### src/rtl/nv_nvdla_cacc_abuf_rmw_ctrl.sv
// Read-modify-write accumulator in front of the CACC assembly buffer.
// Four-stage pipe (issue read, wait, add, write back) with a 3-entry write forwarding window.

module nv_nvdla_cacc_abuf_rmw_lane #(
    parameter int IN_W  = 22,
    parameter int ACC_W = 34
) (
    input  logic [IN_W-1:0]  in_i,
    input  logic [ACC_W-1:0] old_i,
    output logic [ACC_W-1:0] sum_o,
    output logic             sat_o
);
    logic [ACC_W:0] wide;

    // One guard bit: overflow shows up as the top two bits disagreeing.
    assign wide  = {old_i[ACC_W-1], old_i} + {{(ACC_W+1-IN_W){in_i[IN_W-1]}}, in_i};
    assign sat_o = wide[ACC_W] ^ wide[ACC_W-1];

    always_comb begin
        sum_o = wide[ACC_W-1:0];
        if (sat_o) begin
            sum_o = wide[ACC_W] ? {1'b1, {(ACC_W-1){1'b0}}} : {1'b0, {(ACC_W-1){1'b1}}};
        end
    end
endmodule

module nv_nvdla_cacc_abuf_rmw_ctrl #(
    parameter int LANES = 8,
    parameter int IN_W  = 22,
    parameter int ACC_W = 34,
    parameter int AW    = 6
) (
    input  logic                   nvdla_core_clk,
    input  logic                   nvdla_core_rstn,
    input  logic                   in_valid,
    input  logic [AW-1:0]          in_addr,
    input  logic [LANES*IN_W-1:0]  in_data,
    input  logic                   in_first,
    input  logic                   in_last,
    input  logic                   sat_clr,
    output logic                   abuf_rd_en,
    output logic [AW-1:0]          abuf_rd_addr,
    input  logic [LANES*ACC_W-1:0] abuf_rd_data,
    output logic                   abuf_wr_en,
    output logic [AW-1:0]          abuf_wr_addr,
    output logic [LANES*ACC_W-1:0] abuf_wr_data,
    output logic                   out_valid,
    output logic [AW-1:0]          out_addr,
    output logic [LANES*ACC_W-1:0] out_data,
    output logic [31:0]            sat_cnt
);
    localparam int CW = $clog2(LANES + 1);

    typedef struct packed {
        logic [AW-1:0]                 addr;
        logic [LANES-1:0][IN_W-1:0]    data;
        logic                          first;
        logic                          last;
    } req_t;

    req_t                        in_req, s1_q, s2_q, s3_q;
    logic [6:1]                  vld_pipe_q;  // [1..3] S1..S3, [4] S4/W0, [5] W1, [6] W2
    logic [AW-1:0]               w0_addr_q, w1_addr_q, w2_addr_q;
    logic [LANES-1:0][ACC_W-1:0] w0_data_q, w1_data_q, w2_data_q;
    logic                        w0_last_q;
    logic [CW-1:0]               w0_nsat_q;
    logic [LANES-1:0][ACC_W-1:0] rd_data, old_d, sum_d;
    logic [LANES-1:0]            sat_d;
    logic [CW-1:0]               nsat_d;
    logic [32:0]                 sat_sum;
    logic [31:0]                 sat_cnt_q, sat_cnt_d;

    assign in_req  = '{addr: in_addr, data: in_data, first: in_first, last: in_last};
    assign rd_data = abuf_rd_data;

    always_ff @(posedge nvdla_core_clk or negedge nvdla_core_rstn) begin
        if (!nvdla_core_rstn) begin
            vld_pipe_q <= '0;
            sat_cnt_q  <= '0;
        end else begin
            vld_pipe_q <= {vld_pipe_q[5:1], in_valid};
            sat_cnt_q  <= sat_cnt_d;
        end
    end

    always_ff @(posedge nvdla_core_clk) begin
        s1_q      <= in_req;
        s2_q      <= s1_q;
        s3_q      <= s2_q;
        w0_addr_q <= s3_q.addr;
        w0_data_q <= sum_d;
        w0_last_q <= s3_q.last;
        w0_nsat_q <= nsat_d;
        w1_addr_q <= w0_addr_q;
        w1_data_q <= w0_data_q;
        w2_addr_q <= w1_addr_q;
        w2_data_q <= w1_data_q;
    end

    // Writes from the last 3 cycles are not yet visible to the read issued 2 cycles ago.
    always_comb begin
        old_d = rd_data;
        if (s3_q.first)
            old_d = '0;
        else if (vld_pipe_q[4] && w0_addr_q == s3_q.addr)
            old_d = w0_data_q;
        else if (vld_pipe_q[5] && w1_addr_q == s3_q.addr)
            old_d = w1_data_q;
        else if (vld_pipe_q[6] && w2_addr_q == s3_q.addr)
            old_d = w2_data_q;
    end

    for (genvar g = 0; g < LANES; g++) begin : g_lane
        nv_nvdla_cacc_abuf_rmw_lane #(.IN_W(IN_W), .ACC_W(ACC_W)) u_lane (
            .in_i  (s3_q.data[g]),
            .old_i (old_d[g]),
            .sum_o (sum_d[g]),
            .sat_o (sat_d[g])
        );
    end

    always_comb begin
        nsat_d = '0;
        for (int i = 0; i < LANES; i++) nsat_d = nsat_d + CW'(sat_d[i]);
    end

    assign sat_sum = {1'b0, sat_cnt_q} + 33'(w0_nsat_q);

    always_comb begin
        sat_cnt_d = sat_cnt_q;
        if (sat_clr)
            sat_cnt_d = '0;
        else if (vld_pipe_q[4])
            sat_cnt_d = sat_sum[32] ? '1 : sat_sum[31:0];
    end

    assign abuf_rd_en   = vld_pipe_q[1] & ~s1_q.first;
    assign abuf_rd_addr = s1_q.addr;
    assign abuf_wr_en   = vld_pipe_q[4];
    assign abuf_wr_addr = w0_addr_q;
    assign abuf_wr_data = w0_data_q;
    assign out_valid    = vld_pipe_q[4] & w0_last_q;
    assign out_addr     = w0_addr_q;
    assign out_data     = w0_data_q;
    assign sat_cnt      = sat_cnt_q;
endmodule

### config.mk
export PLATFORM = sky130hd
export DESIGN_NAME = nv_nvdla_cacc_abuf_rmw_ctrl
export DESIGN_NICKNAME = d
export VERILOG_FILES = /design/src/rtl/nv_nvdla_cacc_abuf_rmw_ctrl.sv
export SDC_FILE = /design/constraint.sdc
export NUM_CORES = 2
export LEC_CHECK = 0
export CAP_MARGIN = 20
export CORE_AREA = 2 2 414 416
export CTS_CLUSTER_DIAMETER = 30
export DETAILED_ROUTE_END_ITERATION = 7
export DIE_AREA = 0 0 416 418
export SLEW_MARGIN = 40
export SYNTH_ARGS = -nofsm -noshare
export SYNTH_HDL_FRONTEND = slang
export SYNTH_HIERARCHICAL = 1
export SYNTH_SLANG_ARGS = --single-unit
### constraint.sdc
create_clock -name nvdla_core_clk -period 8.2 [get_ports nvdla_core_clk]
set_clock_uncertainty 0.2 [all_clocks]
set_input_delay 2.05 -clock nvdla_core_clk [delete_from_list [all_inputs] [get_ports nvdla_core_clk]]
set_output_delay 2.05 -clock nvdla_core_clk [all_outputs]
set_load 0.01 [all_outputs]
==> impl_metrics.json <==
{
  "first_pass_iters": 6,
  "ir_drop_mv": 0.212,
  "final_cells": 9348,
  "nNetsFinal": 7620,
  "final_common_cell": "dfxtp_1",
  "finalSetupViolations": 0,
  "hold_viol": 0,
  "maxSlewViolCount": 0,
  "yosysSeqAreaShare": 0.487,
  "clkTransAtPathRegs_ns": 0.05,
  "numCtsBuffers": 322,
  "fp.coreArea_um2": 169000,
  "syn_inst": 5982,
  "cts_setup_buffers": 0,
  "cellPowerDensity_nw_per_um2": 339,
  "ys_ff_latch": 1429,
  "synth_nets": 6734,
  "dieArea_um2": 174000,
  "port_buffers": 1056,
  "cts.path.max_buffers": 4,
  "die_w_um": 416,
  "grt_first_pass_wirelength_um": 309000,
  "drt_iter0_drc": 3077,
  "synth_edf_count": 0,
  "yosys_warnings": 6,
  "yosysUniqueCellTypes": 61,
  "drc_errors": 0,
  "drv_cap": 0,
  "syn_to_final_growth_pct": 36.9,
  "hp-class": "reg2reg",
  "cp_data_required_time_ns": 8.78,
  "grt_pass1_vias": 48100,
  "place_congestion": 0.921,
  "place_inst": 8762,
  "clk_latency_ns": 0.93,
  "track_usage": 0.233,
  "fmax_mhz": 130,
  "die_h_um": 418,
  "ys_async_sr_fraction": 0.0266,
  "via_per_inst": 5.17,
  "num_vias": 48300,
  "dpl_cell_area_um2": 70100,
  "drive_gt1_frac": 0.121,
  "syn_avg_cell_area_um2": 9.89,
  "leakagePower_nw": 33.7,
  "cts_resized": 0,
  "fin_area_um2": 81000,
  "grt_max_degree": 105,
  "crit_path_end_kind": "register",
  "routed_wl_um": 211000,
  "hpwlAfterDp_um": 154000,
  "ioPinCount": 1057,
  "grt-ovfl-total": 0,
  "start_kind": "register",
  "critPathKind": "reg2reg",
  "tritoncts": "done",
  "cp.arrival_ns": 8.30,
  "antenna_found_initial": 46,
  "finalCriticalPeriod_ns": 7.72,
  "status": "finished, final reports clean",
  "htree_levels": 5,
  "worst-path-max-fanout": 43,
  "rows": 151,
  "finalCritPeriodShare": 0.941,
  "hold_buffers": 0,
  "cts-root-buf": "clkbuf_16",
  "start_util": 0.350,
  "numClockSinks": 1429,
  "drtAntennaViolNets": 0,
  "syn_area_um2": 59200,
  "final_cell_mix": "1391 x dfxtp_1, 1054 x clkdlybuf4s50_1, 478 x o21ai_0",
  "max_slew_margin": 0.453,
  "synth_flop_cell": "dfxtp_1",
  "wire_per_inst_um": 22.6,
  "worstMarginPinSlew_ns": 0.820
}
metal layers:
layer	GRT usage	part of all wire	vias to the layer above	wire length (um)
met5	0	0.00033	-	70
met4	0.107	0.040	12	8450
met3	0.0429	0.046	418	9660
met2	0.398	0.49	1463	104000
met1	0.284	0.42	23400	88900
li1	-	-	23000	-
kinds of logic after synthesis:
kind of cell	count (synthesis)	synth area share
buf+inv	1008	0.0877
xor+xnor	269	0.0398
simple gates	962	0.0830
flops	1429	0.487
fa+ha+maj	324	0.0688
compound gates	1990	0.234
path summary, 6_finish.rpt:
kind / startpoint / end / slack (ns) / depth (start not counted)
worst min-delay path: s1_q[107]$_DFF_P_ / s2_q[107]$_DFF_P_ / 0.09 / 0
worst max register to register: s3_q[181]$_DFF_P_ / w0_nsat_q[1]$_DFF_P_ / 0.48 / 23
worst min register to register: s1_q[107]$_DFF_P_ / s2_q[107]$_DFF_P_ / 0.09 / 0
max in group asynchronous: nvdla_core_rstn / sat_cnt[1]$_DFFE_PN0P_ / 6.43 / 1
worst max-delay path: s3_q[181]$_DFF_P_ / w0_nsat_q[1]$_DFF_P_ / 0.48 / 23
min in group asynchronous: nvdla_core_rstn / vld_pipe_q[1]$_DFF_PN0_ / 0.91 / 1
worst max-delay path, cell delays in order (launching register included):
cell and delay (ns):
dfxtp_1 0.44, xnor2_1 0.15, nand3_4 0.23, or2_4 0.33
buf_4 0.52, a211oi_1 0.15, o2bb2ai_1 0.36, ha_1 0.31
a211o_1 0.32, a211o_1 0.36, a211oi_2 0.35, o21ai_1 0.23
a2111oi_2 0.52, a211oi_4 0.09, xnor2_1 0.62, fa_1 0.51
inv_1 0.15, fa_1 0.45, fa_1 0.44, inv_1 0.07
ha_1 0.16, inv_1 0.06, fa_1 0.47, inv_1 0.04
sequential cells by signal, summed over array words and instances (netlist names), 32 cells and up:
| register | cells |
|---|---|
| abuf_wr_data | 272 |
| s1_q | 178 |
| s2_q | 184 |
| s3_q | 184 |
| sat_cnt | 32 |
| w1_data_q | 272 |
| w2_data_q | 272 |
where the power goes:
part / total (mW) / internal, mW / switching, mW / leakage [nW]
registers: 9.66 / 8.46 / 1.21 / 12.2
clock network: 12.7 / 8.58 / 4.12 / 5.26
logic: 5.07 / 2.60 / 2.48 / 16.2
metrics by stage:
stage | util | worst slack [ns] | setup TNS, ns | hold slack [ns] | power [mW]
after floorplan | - | 1.04 | 0 | 0.110 | 12.2
after global placement | 0.414 | -0.351 | -0.726 | 0.110 | 14.8
after detailed placement | 0.414 | -0.306 | -0.634 | 0.112 | 14.8
after CTS | 0.479 | 0.428 | 0 | 0.0928 | 27.7
after global routing | 0.479 | -0.00445 | -0.00663 | 0.0991 | 28.5
final | 0.479 | 0.482 | 0 | 0.0911 | 27.4
area by class of cell:
class                   instances  area (um^2)
fillers                     15600        88100
multi-input cells            3545        25200
clock inverters               188         2150
clock buffers                 378         8700
well taps                    2218         2780
inverters                     378         1420
repair buffers               1192        11800
diodes                         20         50.0
flip-flops and latches       1429        28800
synth_stat cells (17+ instances only):
master | instances | share of area
buf_2 | 76 | 0.0064
nor3_1 | 303 | 0.026
a211oi_1 | 252 | 0.032
a211o_1 | 24 | 0.0036
o21bai_1 | 37 | 0.0047
a21oi_2 | 40 | 0.0059
buf_4 | 296 | 0.038
dfrtp_1 | 38 | 0.016
nand2b_1 | 48 | 0.0051
nor2b_1 | 18 | 0.0019
a21o_1 | 163 | 0.021
xor2_1 | 113 | 0.017
inv_1 | 378 | 0.024
nand4_1 | 54 | 0.0057
buf_6 | 26 | 0.0049
a31oi_1 | 42 | 0.0044
o21a_1 | 25 | 0.0032
and3_1 | 28 | 0.0030
a21oi_1 | 427 | 0.036
dfxtp_1 | 1391 | 0.47
or3_1 | 17 | 0.0018
o2bb2ai_1 | 272 | 0.040
nand2_1 | 184 | 0.012
nand3_1 | 55 | 0.0047
a211oi_2 | 87 | 0.018
and4_1 | 43 | 0.0064
o21ai_0 | 478 | 0.040
ha_1 | 279 | 0.059
xnor2_1 | 156 | 0.023
nor2_1 | 151 | 0.0096
and2_1 | 32 | 0.0034
maj3_1 | 32 | 0.0054
clkbuf_1 | 231 | 0.015
Note: power is estimated with default switching activity, not from simulation.
